<file path="src/rtl/rgb_seq_pkg.sv">
// Shared types, palette and helpers for the RGB duty sequencer.
package rgb_seq_pkg;

  typedef enum logic [1:0] {
    BREATH = 2'd0,
    FADE   = 2'd1,
    STATIC = 2'd2,
    OFF    = 2'd3
  } mode_e;

  typedef enum logic {
    UP   = 1'b0,
    DOWN = 1'b1
  } dir_e;

  localparam int PALETTE_LEN = 6;

  // On/off masks {r,g,b}: red, yellow, green, cyan, blue, magenta.
  localparam logic [2:0] PALETTE [PALETTE_LEN] = '{
    3'b100, 3'b110, 3'b010, 3'b011, 3'b001, 3'b101
  };

  function automatic mode_e mode_next(input mode_e m);
    case (m)
      BREATH:  return FADE;
      FADE:    return STATIC;
      STATIC:  return OFF;
      default: return BREATH;
    endcase
  endfunction

  function automatic logic [2:0] idx_next(input logic [2:0] i);
    return (i == 3'(PALETTE_LEN - 1)) ? 3'd0 : i + 3'd1;
  endfunction

  // One colour component between two palette entries; never exceeds max_l.
  function automatic logic [7:0] fade_comp(input logic a_on, input logic b_on,
                                           input logic [7:0] max_l,
                                           input logic [7:0] phase);
    logic [15:0] prod;
    prod = {8'd0, max_l} * {8'd0, phase};
    if (a_on == b_on) return a_on ? max_l : 8'd0;
    else if (b_on)    return prod[15:8];
    else              return max_l - prod[15:8];
  endfunction

endpackage

</file>
<file path="src/rtl/rgb_fade_seq_sw_debounce.sv">
// Push-button conditioning: 2-FF synchroniser plus a consecutive-cycle debouncer.
module sw_debounce #(
  parameter int DEBOUNCE_CYCLES = 270000
) (
  input  logic clk,
  input  logic rst,
  input  logic sw,
  output logic level,
  output logic rise
);

  localparam int CW = (DEBOUNCE_CYCLES > 1) ? $clog2(DEBOUNCE_CYCLES) : 1;
  localparam logic [CW-1:0] CNT_LOAD = CW'(DEBOUNCE_CYCLES - 1);

  logic          sync_1;
  logic          sync_q;
  logic          level_q;
  logic [CW-1:0] cnt_q;
  logic          differ;
  logic          flip;

  assign differ = sync_q ^ level_q;
  assign flip   = differ && (cnt_q == '0);

  always_ff @(posedge clk) begin
    if (rst) begin
      sync_1  <= 1'b0;
      sync_q  <= 1'b0;
      level_q <= 1'b0;
      cnt_q   <= CNT_LOAD;
    end else begin
      sync_1 <= sw;
      sync_q <= sync_1;
      // Any cycle where the input agrees with the accepted level restarts the count.
      if (!differ || flip) cnt_q <= CNT_LOAD;
      else                 cnt_q <= cnt_q - 1'b1;
      if (flip) level_q <= sync_q;
    end
  end

  assign level = level_q;
  // Asserted in the cycle whose edge commits the new high level.
  assign rise  = flip && sync_q;

endmodule

</file>
<file path="src/rtl/rgb_fade_seq.sv">
// RGB duty setpoint sequencer: envelope engine, shadow registers, frame-aligned transfer.
// mode   | meaning
// BREATH | all channels ramp 0..MAX_LEVEL..0 together
// FADE   | interpolate around the six-colour palette
// STATIC | shadow frozen, step_tick ignored
// OFF    | shadow forced to zero
module rgb_fade_seq
  import rgb_seq_pkg::*;
#(
  parameter int MAX_LEVEL       = 128,
  parameter int DEBOUNCE_CYCLES = 270000
) (
  input  logic       clk,
  input  logic       rst,
  input  logic       step_tick,
  input  logic       sw,
  input  logic       frame_done,
  output logic [7:0] duty_r,
  output logic [7:0] duty_g,
  output logic [7:0] duty_b,
  output logic       duty_valid,
  output logic [1:0] mode
);

  localparam logic [7:0] MAX_L = 8'(MAX_LEVEL);

  mode_e      mode_q,  mode_d;
  dir_e       dir_q,   dir_d;
  logic [7:0] level_q, level_d;
  logic [2:0] idx_q,   idx_d;
  logic [7:0] phase_q, phase_d;
  logic [7:0] sh_r_q, sh_g_q, sh_b_q;
  logic [7:0] sh_r_d, sh_g_d, sh_b_d;
  logic [2:0] pal_a, pal_b;
  logic       sw_rise;
  logic       sw_level_unused;

  sw_debounce #(.DEBOUNCE_CYCLES(DEBOUNCE_CYCLES)) u_deb (
    .clk   (clk),
    .rst   (rst),
    .sw    (sw),
    .level (sw_level_unused),
    .rise  (sw_rise)
  );

  always_comb begin
    mode_d  = mode_q;
    dir_d   = dir_q;
    level_d = level_q;
    idx_d   = idx_q;
    phase_d = phase_q;
    sh_r_d  = sh_r_q;
    sh_g_d  = sh_g_q;
    sh_b_d  = sh_b_q;
    pal_a   = 3'b000;
    pal_b   = 3'b000;

    if (sw_rise) begin
      mode_d  = mode_next(mode_q);
      dir_d   = UP;
      level_d = 8'd0;
      idx_d   = 3'd0;
      phase_d = 8'd0;
    end else if (step_tick) begin
      case (mode_q)
        BREATH: begin
          // The turnaround step holds the level for one tick at each end.
          if (dir_q == UP) begin
            if (level_q == MAX_L) dir_d = DOWN;
            else                  level_d = level_q + 8'd1;
          end else begin
            if (level_q == 8'd0)  dir_d = UP;
            else                  level_d = level_q - 8'd1;
          end
          sh_r_d = level_d;
          sh_g_d = level_d;
          sh_b_d = level_d;
        end
        FADE: begin
          phase_d = phase_q + 8'd1;
          if (phase_q == 8'hFF) idx_d = idx_next(idx_q);
          pal_a  = PALETTE[idx_d];
          pal_b  = PALETTE[idx_next(idx_d)];
          sh_r_d = fade_comp(pal_a[2], pal_b[2], MAX_L, phase_d);
          sh_g_d = fade_comp(pal_a[1], pal_b[1], MAX_L, phase_d);
          sh_b_d = fade_comp(pal_a[0], pal_b[0], MAX_L, phase_d);
        end
        default: ;
      endcase
    end

    if (mode_q == OFF) begin
      sh_r_d = 8'd0;
      sh_g_d = 8'd0;
      sh_b_d = 8'd0;
    end
  end

  always_ff @(posedge clk) begin
    if (rst) begin
      mode_q     <= BREATH;
      dir_q      <= UP;
      level_q    <= 8'd0;
      idx_q      <= 3'd0;
      phase_q    <= 8'd0;
      sh_r_q     <= 8'd0;
      sh_g_q     <= 8'd0;
      sh_b_q     <= 8'd0;
      duty_r     <= 8'd0;
      duty_g     <= 8'd0;
      duty_b     <= 8'd0;
      duty_valid <= 1'b0;
    end else begin
      mode_q     <= mode_d;
      dir_q      <= dir_d;
      level_q    <= level_d;
      idx_q      <= idx_d;
      phase_q    <= phase_d;
      sh_r_q     <= sh_r_d;
      sh_g_q     <= sh_g_d;
      sh_b_q     <= sh_b_d;
      duty_valid <= frame_done;
      // The PWM takes the registered shadow, so same-cycle steps land next frame.
      if (frame_done) begin
        duty_r <= sh_r_q;
        duty_g <= sh_g_q;
        duty_b <= sh_b_q;
      end
    end
  end

  assign mode = mode_q;

endmodule

</file>
<file path="config.mk">
export PLATFORM = sky130hd
export DESIGN_NAME = rgb_fade_seq
export DESIGN_NICKNAME = d
export VERILOG_FILES = /design/src/rtl/rgb_seq_pkg.sv /design/src/rtl/rgb_fade_seq_sw_debounce.sv /design/src/rtl/rgb_fade_seq.sv
export SDC_FILE = /design/constraint.sdc
export NUM_CORES = 1
export LEC_CHECK = 0
export ABC_AREA = 1
export CAP_MARGIN = 30
export CORE_ASPECT_RATIO = 0.5
export CORE_MARGIN = 5
export CORE_UTILIZATION = 35
export DETAILED_ROUTE_END_ITERATION = 16
export HOLD_SLACK_MARGIN = 0.15
export PLACE_DENSITY = 0.5
export RECOVER_POWER = 100
export SYNTH_ARGS = -nofsm -noshare
export SYNTH_HDL_FRONTEND = slang
export SYNTH_SLANG_ARGS = --single-unit
</file>
<file path="constraint.sdc">
create_clock -name clk -period 3.4 [get_ports clk]
set_input_delay 0.85 -clock clk [delete_from_list [all_inputs] [get_ports clk]]
set_output_delay 0.85 -clock clk [all_outputs]
set_load 0.01 [all_outputs]
</file>
==> flow_metrics.tcl, run 1 <==
set metrics [dict create \
    outcome "finished with violations" \
    failed_checks "max-capacitance violations, max-slew violations" \
    setup_tns_ns 0 \
    critPathMaxFanout 46 \
    clock_latency_ns 0.35 \
    synth_xor_area_share_pct 4.19 \
    ys_types 40 \
    io-pin-count 32 \
    num_rows 30 \
    synth_edf_count 0 \
    hold_viol 0 \
    antenna_found_initial 0 \
    clock_sinks 93 \
    overflow 0 \
    async_flop_share_pct 0 \
    r2r-end "sh_b_q[6]$_SDFFE_PP0P_" \
    synth-seq-cells 93 \
    grt_max_degree 47 \
    synth_flop_cell "dfxtp_1" \
    endpoint_kind "flop" \
    finalWirelength_um 12400 \
    min_path_cells 1 \
    via_per_inst 4.75 \
    synthAdderAreaFrac_pct 2.74 \
    dieHeight_um 94.6 \
    cts_root_buffer "clkbuf_16" \
    io_buffer_count 31 \
    synth_top_family_by_area "simple AND/OR/NAND/NOR gates" \
    drtPass1Iterations 5 \
    post-route-drc-count 0 \
    vdd_drop_max_mv 0.258 \
    synthCells 720 \
    post-dp-hpwl_um 9170 \
    drv_cap 1 \
    cts_made_buffers 9 \
    r2r-start "u_deb.cnt_q[0]$_SDFF_PP1_" \
    synth_compound_area_share_pct 14.7 \
    cellPowerDensity_nw_per_um2 428 \
    synth.top_cell.area_share_pct 37.1 \
    cts_resized 0 \
    max_freq_ghz 0.351 \
    grt_pass1_wl_um 21000 \
    power_mw 2.47 \
    yosysTopAreaCell "dfxtp_1" \
    core_area_um2 13800 \
    hp-start "u_deb.cnt_q[0]$_SDFF_PP1_" \
    wl_per_cell_um 13.2 \
    p_leak_nw 2.52 \
    dieArea_um2 17000 \
    relSlewSlack_pct -9.27 \
    syn_nets 736 \
    hold_class "flop to flop" \
    post_cts_buffers 0 \
    num_vias 4476 \
    first_global_vias 4161 \
    drive_gt1_share_pct 9.20 \
    yosysSeqAreaShare_pct 37.1 \
    muxShareOfSynthArea_pct 0 \
    die_x_um 179 \
    min_to "u_deb.cnt_q[0]$_SDFF_PP1_" \
    cts.path.max_buffers 2 \
    grt_use_total_pct 15.4 \
    htree_levels 3 \
    clk_pin_slew_ns 0.07 \
    crit_required_ns 3.64 \
    synth_area_per_cell_um2 6.97 \
    r2r_cells 12 \
    period_needed_ns 2.84 \
    antenna_left 0 \
    initial_core_util_pct 36.4 \
    cts_tree "built" \
    fillerInstances 1486 \
    diodes 0 \
    synth-simple-area-share_pct 31.9 \
    critPathLaunch "frame_done" \
    crit_type "primary input to flop" \
    area_delta_synth_final_pct 15.2 \
    rsz0062_at_grt "false" \
    drt_iter0_drc 194 \
    setup_viol 0 \
    worst-slew-pin-transition_ns 1.64 \
    cts-hold-fix-buffers 0 \
    arrival_ns 3.08 \
    finalClockSkew_ns 0.0168 \
    min_period_over_period_pct 83.7 \
    final_nets 761 \
    netlist_top_cells_area "dfxtp_1 (37%), nand2_1 (13%), inv_1 (6.1%)" \
    netlist_area_um2 5010 \
    drv_slew 47 \
    yosysWarnings 0 \
    ff2ff_setup_slack_ns 0.59 \
    start_kind "primary input" \
    gp_congestion 0.886 \
]
[cells in the mapped netlist (2+ instances only)]
library cell    n
o21ai_2         2
nand3_1        43
buf_4           2
o21ai_0        47
buf_1           2
nor3_1          5
nor3_4          2
or2_2           4
dfxtp_1        93
a311oi_1        3
nor2_4          2
inv_1          82
clkbuf_1        9
nor2_1         82
nand2_1       167
o211ai_1        4
o21ai_1         2
inv_2          10
nand2_2        11
nor2_2          7
nand3_2         4
a21oi_1        51
a211oi_1       16
xnor2_1         6
nand4_1         8
ha_1           11
xor2_1         18
buf_2           6
buf_6           3
nand2_4         8
[sequential cells by signal (all words and copies together), names as in the netlist]
signal        flops
sh_b_q            8
duty_b            8
phase_q           8
duty_r            8
level_q           8
sh_g_q            8
u_deb.cnt_q      19
dir_q             1
idx_q             3
u_deb.sync_q      1
u_deb.sync_1      1
duty_valid        1
u_deb.level       1
mode              2
sh_r_q            8
duty_g            8
[layout make-up]
cell class	count	area [um^2]	share of cell area [%]
Clock buffer	9	225	3.90
Clock inverter	7	88.8	1.54
Inverter	92	345	5.98
Multi-Input combinational cell	512	2670	46.2
Sequential cell	93	1860	32.2
Tap cell	192	240	4.16
Timing Repair Buffer	37	348	6.02
[metal layers]
layer | GRT usage, % | routed length, um | vias up
li1 | - | - | 2367
met1 | 22.8 | 6790 | 2016
met2 | 22.4 | 4940 | 80
met3 | 3.04 | 540 | 13
met4 | 4.43 | 146 | 0
met5 | 0 | 0 | -
[worst max path at each step]
stage                                        end  slack, ns  depth (start not counted)
after floorplan           sh_g_q[4]$_SDFFE_PP0P_       1.03                         16
after detailed placement  sh_r_q[4]$_SDFFE_PP0P_       0.69                         15
after CTS                 sh_r_q[3]$_SDFFE_PP0P_       0.69                         15
after global routing      sh_g_q[6]$_SDFFE_PP0P_       0.26                         12
final                     duty_b[5]$_SDFFE_PP0P_       0.56                          5
after global placement    sh_r_q[4]$_SDFFE_PP0P_       0.75                         15
[metrics by stage]
| step | util, % | hold WS, ns | instance area, um^2 | setup slack [ns] | cells |
|---|---|---|---|---|---|
| 6_report | 41.9 | 0.407 | 5780 | 0.555 | 942 |
| 5_1_grt | 41.9 | 0.446 | 5780 | 0.261 | 942 |
| 4_1_cts | 42.1 | 0.413 | 5800 | 0.687 | 942 |
| 3_5_place_dp | 39.8 | 0.396 | 5490 | 0.693 | 926 |
| 3_3_place_gp | 39.8 | 0.386 | 5490 | 0.750 | 926 |
| 2_1_floorplan | - | 0.376 | 5010 | 1.03 | 720 |
[logic make-up (layout without fill, tap and decap cells)]
logic type / count (synthesis) / in the layout
xor+xnor: 24 / 24
fa+ha+maj: 11 / 11
buf+inv: 115 / 145
compound gates: 129 / 129
flops: 93 / 93
simple gates: 348 / 348
[report_power, final]
| group | internal, mW | total [mW] | switching (mW) |
|---|---|---|---|
| combinational | 0.0903 | 0.240 | 0.149 |
| sequential | 1.14 | 1.16 | 0.0240 |
| clock | 0.588 | 1.07 | 0.481 |
[critical path: stages]
cell           delay [ns]
dlygate4sd3_1        0.52
clkbuf_1             1.18
inv_1                0.29
nor2_1               0.19
nor2_1               0.06
[layout by cell type, fill, tap and decap left out, types with 2 or more instances in the layout]
master and count:
or2_2 4, o211ai_1 4, dlygate4sd3_1 29, inv_2 8, buf_4 4, inv_6 4, clkdlybuf4s50_1 2, nand2_1 168
nand4_1 8, nand3_2 4, ha_1 11, dfxtp_1 93, a311oi_1 3, inv_1 83, nor3_1 6, clkbuf_1 2
a211oi_1 16, nand3_1 43, nor2_1 83, nand2_2 10, nor2_4 2, a21oi_1 51, nand2_4 8, clkbuf_16 9
nor2_2 6, xnor2_1 6, o21ai_1 2, o21ai_0 47, xor2_1 18, o21ai_2 2
No activity file was read; power rests on OpenSTA's default activity.
==> inputs of run 2 (changes only) <==
--- a/config.mk
+++ b/config.mk
@@ -12,7 +12,7 @@
 export CORE_UTILIZATION = 35
 export DETAILED_ROUTE_END_ITERATION = 16
 export HOLD_SLACK_MARGIN = 0.15
-export PLACE_DENSITY = 0.5
+export PLACE_DENSITY = 0.52
 export RECOVER_POWER = 100
 export SYNTH_ARGS = -nofsm -noshare
 export SYNTH_HDL_FRONTEND = slang
==> constraint.sdc (replaced) <==
create_clock -name clk -period 2.55 [get_ports clk]
set_input_delay 0.6375 -clock clk [delete_from_list [all_inputs] [get_ports clk]]
set_output_delay 0.6375 -clock clk [all_outputs]
set_load 0.01 [all_outputs]
==> flow_metrics.tcl, run 2 (synthesis gave the netlist of run 1 again) <==
set metrics [dict create \
    dieArea_um2 17000 \
    placed_cells 938 \
    pwr-share-seq_pct 47.0 \
    final_cell_mix "nand2_1 (167), dfxtp_1 (93), nor2_1 (83)" \
    p_leak_nw 2.61 \
    clock_latency_ns 0.35 \
    core_area_um2 13800 \
    io-pin-count 32 \
    cellPowerDensity_nw_per_um2 557 \
    antenna_left 0 \
    drt_iter0_drc 269 \
    critPathMaxFanout 8 \
    gp_congestion 0.936 \
    endpoint_kind "flop" \
    relSlewSlack_pct 51.3 \
    critPathMostFrequentCell "nand2_4" \
    post_cts_buffers 0 \
    overflow 0 \
    worst-slew-pin-transition_ns 0.731 \
    arrival_ns 2.62 \
    final_common_cell "nand2_1" \
    switching_share_pct 26.4 \
    crit_type "flop to flop" \
    initial_core_util_pct 36.4 \
    outcome "finished clean" \
    period_needed_ns 2.34 \
    drtPass1Iterations 4 \
    r2r_cells 15 \
    hold_ws_ns 0.405 \
    cts_made_buffers 9 \
    pwr-share-comb_pct 10.0 \
    power_mw 3.30 \
    vdd_drop_max_mv 0.292 \
    post-route-drc-count 0 \
    p_int_mw 2.43 \
    first_global_vias 4196 \
    regArea_um2 1860 \
    pwr-share-clk_pct 43.0 \
    ff2ff_setup_slack_ns 0.21 \
    crit_required_ns 2.83 \
    num_rows 30 \
    antenna_found_initial 0 \
    max_freq_ghz 0.427 \
    grt_use_total_pct 15.6 \
    final_area_um2 5920 \
    cts_root_buffer "clkbuf_16" \
    setup_viol 0 \
    fillerInstances 1453 \
    switchingPower_uw 870 \
    r2r-start "phase_q[1]$_SDFFE_PP0P_" \
    clk_pin_slew_ns 0.07 \
    wl_per_cell_um 13.4 \
    start_kind "flop" \
    critPathLaunch "phase_q[1]$_SDFFE_PP0P_" \
    fin_cells 954 \
    drv_cap 0 \
    cts_tree "built" \
    clock_sinks 93 \
    grt_max_degree 47 \
    drv_slew 0 \
    final_nets 773 \
    crit_path_max_incr_delay_ns 0.39 \
    grt_pass1_wl_um 21100 \
    drive_gt1_share_pct 11.5 \
    die_x_um 179 \
    area_delta_synth_final_pct 18.1 \
    r2r-end "sh_r_q[4]$_SDFFE_PP0P_" \
    via_per_inst 4.79 \
    cpMaxStageDelayCell "dfxtp_1" \
    cts.path.max_buffers 2 \
    htree_levels 3 \
    hold_class "flop to flop" \
    io_buffer_count 31 \
    dieHeight_um 94.6 \
    min_period_over_period_pct 91.8 \
    finalWirelength_um 12800 \
    top_register "u_deb.cnt_q" \
    largest_reg_flops 19 \
    post-dp-hpwl_um 9510 \
    hold_viol 0 \
    placed_cell_area_um2 5590 \
    setup_tns_ns 0 \
    endpoint "sh_r_q[4]$_SDFFE_PP0P_" \
    num_vias 4569 \
    diodes 0 \
    cp_cell_sequence "ha_2 > nand2_4 > nor2_4 > nand2_4 > nand2_4 > nand2_4 > inv_2 > nand2_1 > ha_4 > nand3_4 > nand2_4 > nand2_2 > nand2_4 > nand3_1 > a21oi_1" \
    finalClockSkew_ns 0.0101 \
    multi_input_area_um2 2720 \
]
## run 2: what timing repair did
item	4_1_cts	5_1_grt
gates resized for setup	0	8
endpoints found under the setup margin	0	15
hold buffers	0	0
## run 2: layout make-up
cell class / instances / share of cell area (%)
clock buffers: 9 / 3.80
clock inverters: 7 / 1.46
inverters: 92 / 5.83
multi-input cells: 512 / 45.8
flip-flops and latches: 93 / 31.4
well taps: 192 / 4.06
repair buffers: 49 / 7.56
## run 2: power by group through the flow
| stage | logic (mW) | registers [mW] | clock network [mW] |
|---|---|---|---|
| 3_5_place_dp | 0.342 | 1.59 | 0 |
| 5_1_grt | 0.374 | 1.56 | 1.51 |
| 3_3_place_gp | 0.341 | 1.58 | 0 |
| 6_report | 0.330 | 1.55 | 1.42 |
| 4_1_cts | 0.344 | 1.55 | 1.46 |
| 2_1_floorplan | 0.207 | 1.59 | 0 |
## run 2: through the flow
stage               util, %  setup slack (ns)
CTS                    42.8            0.0128
global route           43.0          -0.00996
detailed placement     40.6            0.0240
floorplan                 -             0.180
finish                 43.0             0.209
global placement       40.6             0.125
## run 2: worst min-delay path by stage
stage                              start                        end  slack (ns)  cells past startpoint
2_1_floorplan  u_deb.cnt_q[0]$_SDFF_PP1_  u_deb.cnt_q[0]$_SDFF_PP1_        0.38                      1
3_3_place_gp   u_deb.cnt_q[0]$_SDFF_PP1_  u_deb.cnt_q[0]$_SDFF_PP1_        0.39                      1
3_5_place_dp   u_deb.cnt_q[0]$_SDFF_PP1_  u_deb.cnt_q[0]$_SDFF_PP1_        0.39                      1
4_1_cts        u_deb.cnt_q[0]$_SDFF_PP1_  u_deb.cnt_q[0]$_SDFF_PP1_        0.41                      1
5_1_grt        u_deb.cnt_q[0]$_SDFF_PP1_  u_deb.cnt_q[0]$_SDFF_PP1_        0.42                      1
6_report       u_deb.cnt_q[0]$_SDFF_PP1_  u_deb.cnt_q[0]$_SDFF_PP1_        0.41                      1
## run 2: critical path: cells and delay by family (launching register included)
family / cells / cell delay [ns]
buffers and inverters: 1 / 0.06
flip-flops: 1 / 0.39
adder cells (fa/ha/maj): 2 / 0.59
AO/OA/AOI/OAI: 1 / 0.12
AND/OR/NAND/NOR: 11 / 1.11
## run 2: routing by layer
layer  GRT usage [%]  routed length [um]  vias up
met5               0                   0        -
met2            23.3                5280       67
li1                -                   -     2384
met1            23.2                6890     2109
met3            3.12                 512        9
met4            3.23                  78        0
==> inputs of run 3 (changes only) <==
--- a/config.mk
+++ b/config.mk
@@ -6,7 +6,7 @@
 export NUM_CORES = 1
 export LEC_CHECK = 0
 export ABC_AREA = 1
-export CAP_MARGIN = 30
+export CAP_MARGIN = 20
 export CORE_ASPECT_RATIO = 0.5
 export CORE_MARGIN = 5
 export CORE_UTILIZATION = 35
==> results of run 3 <==
Final layout, timing and power as in run 2 (identical DEF).
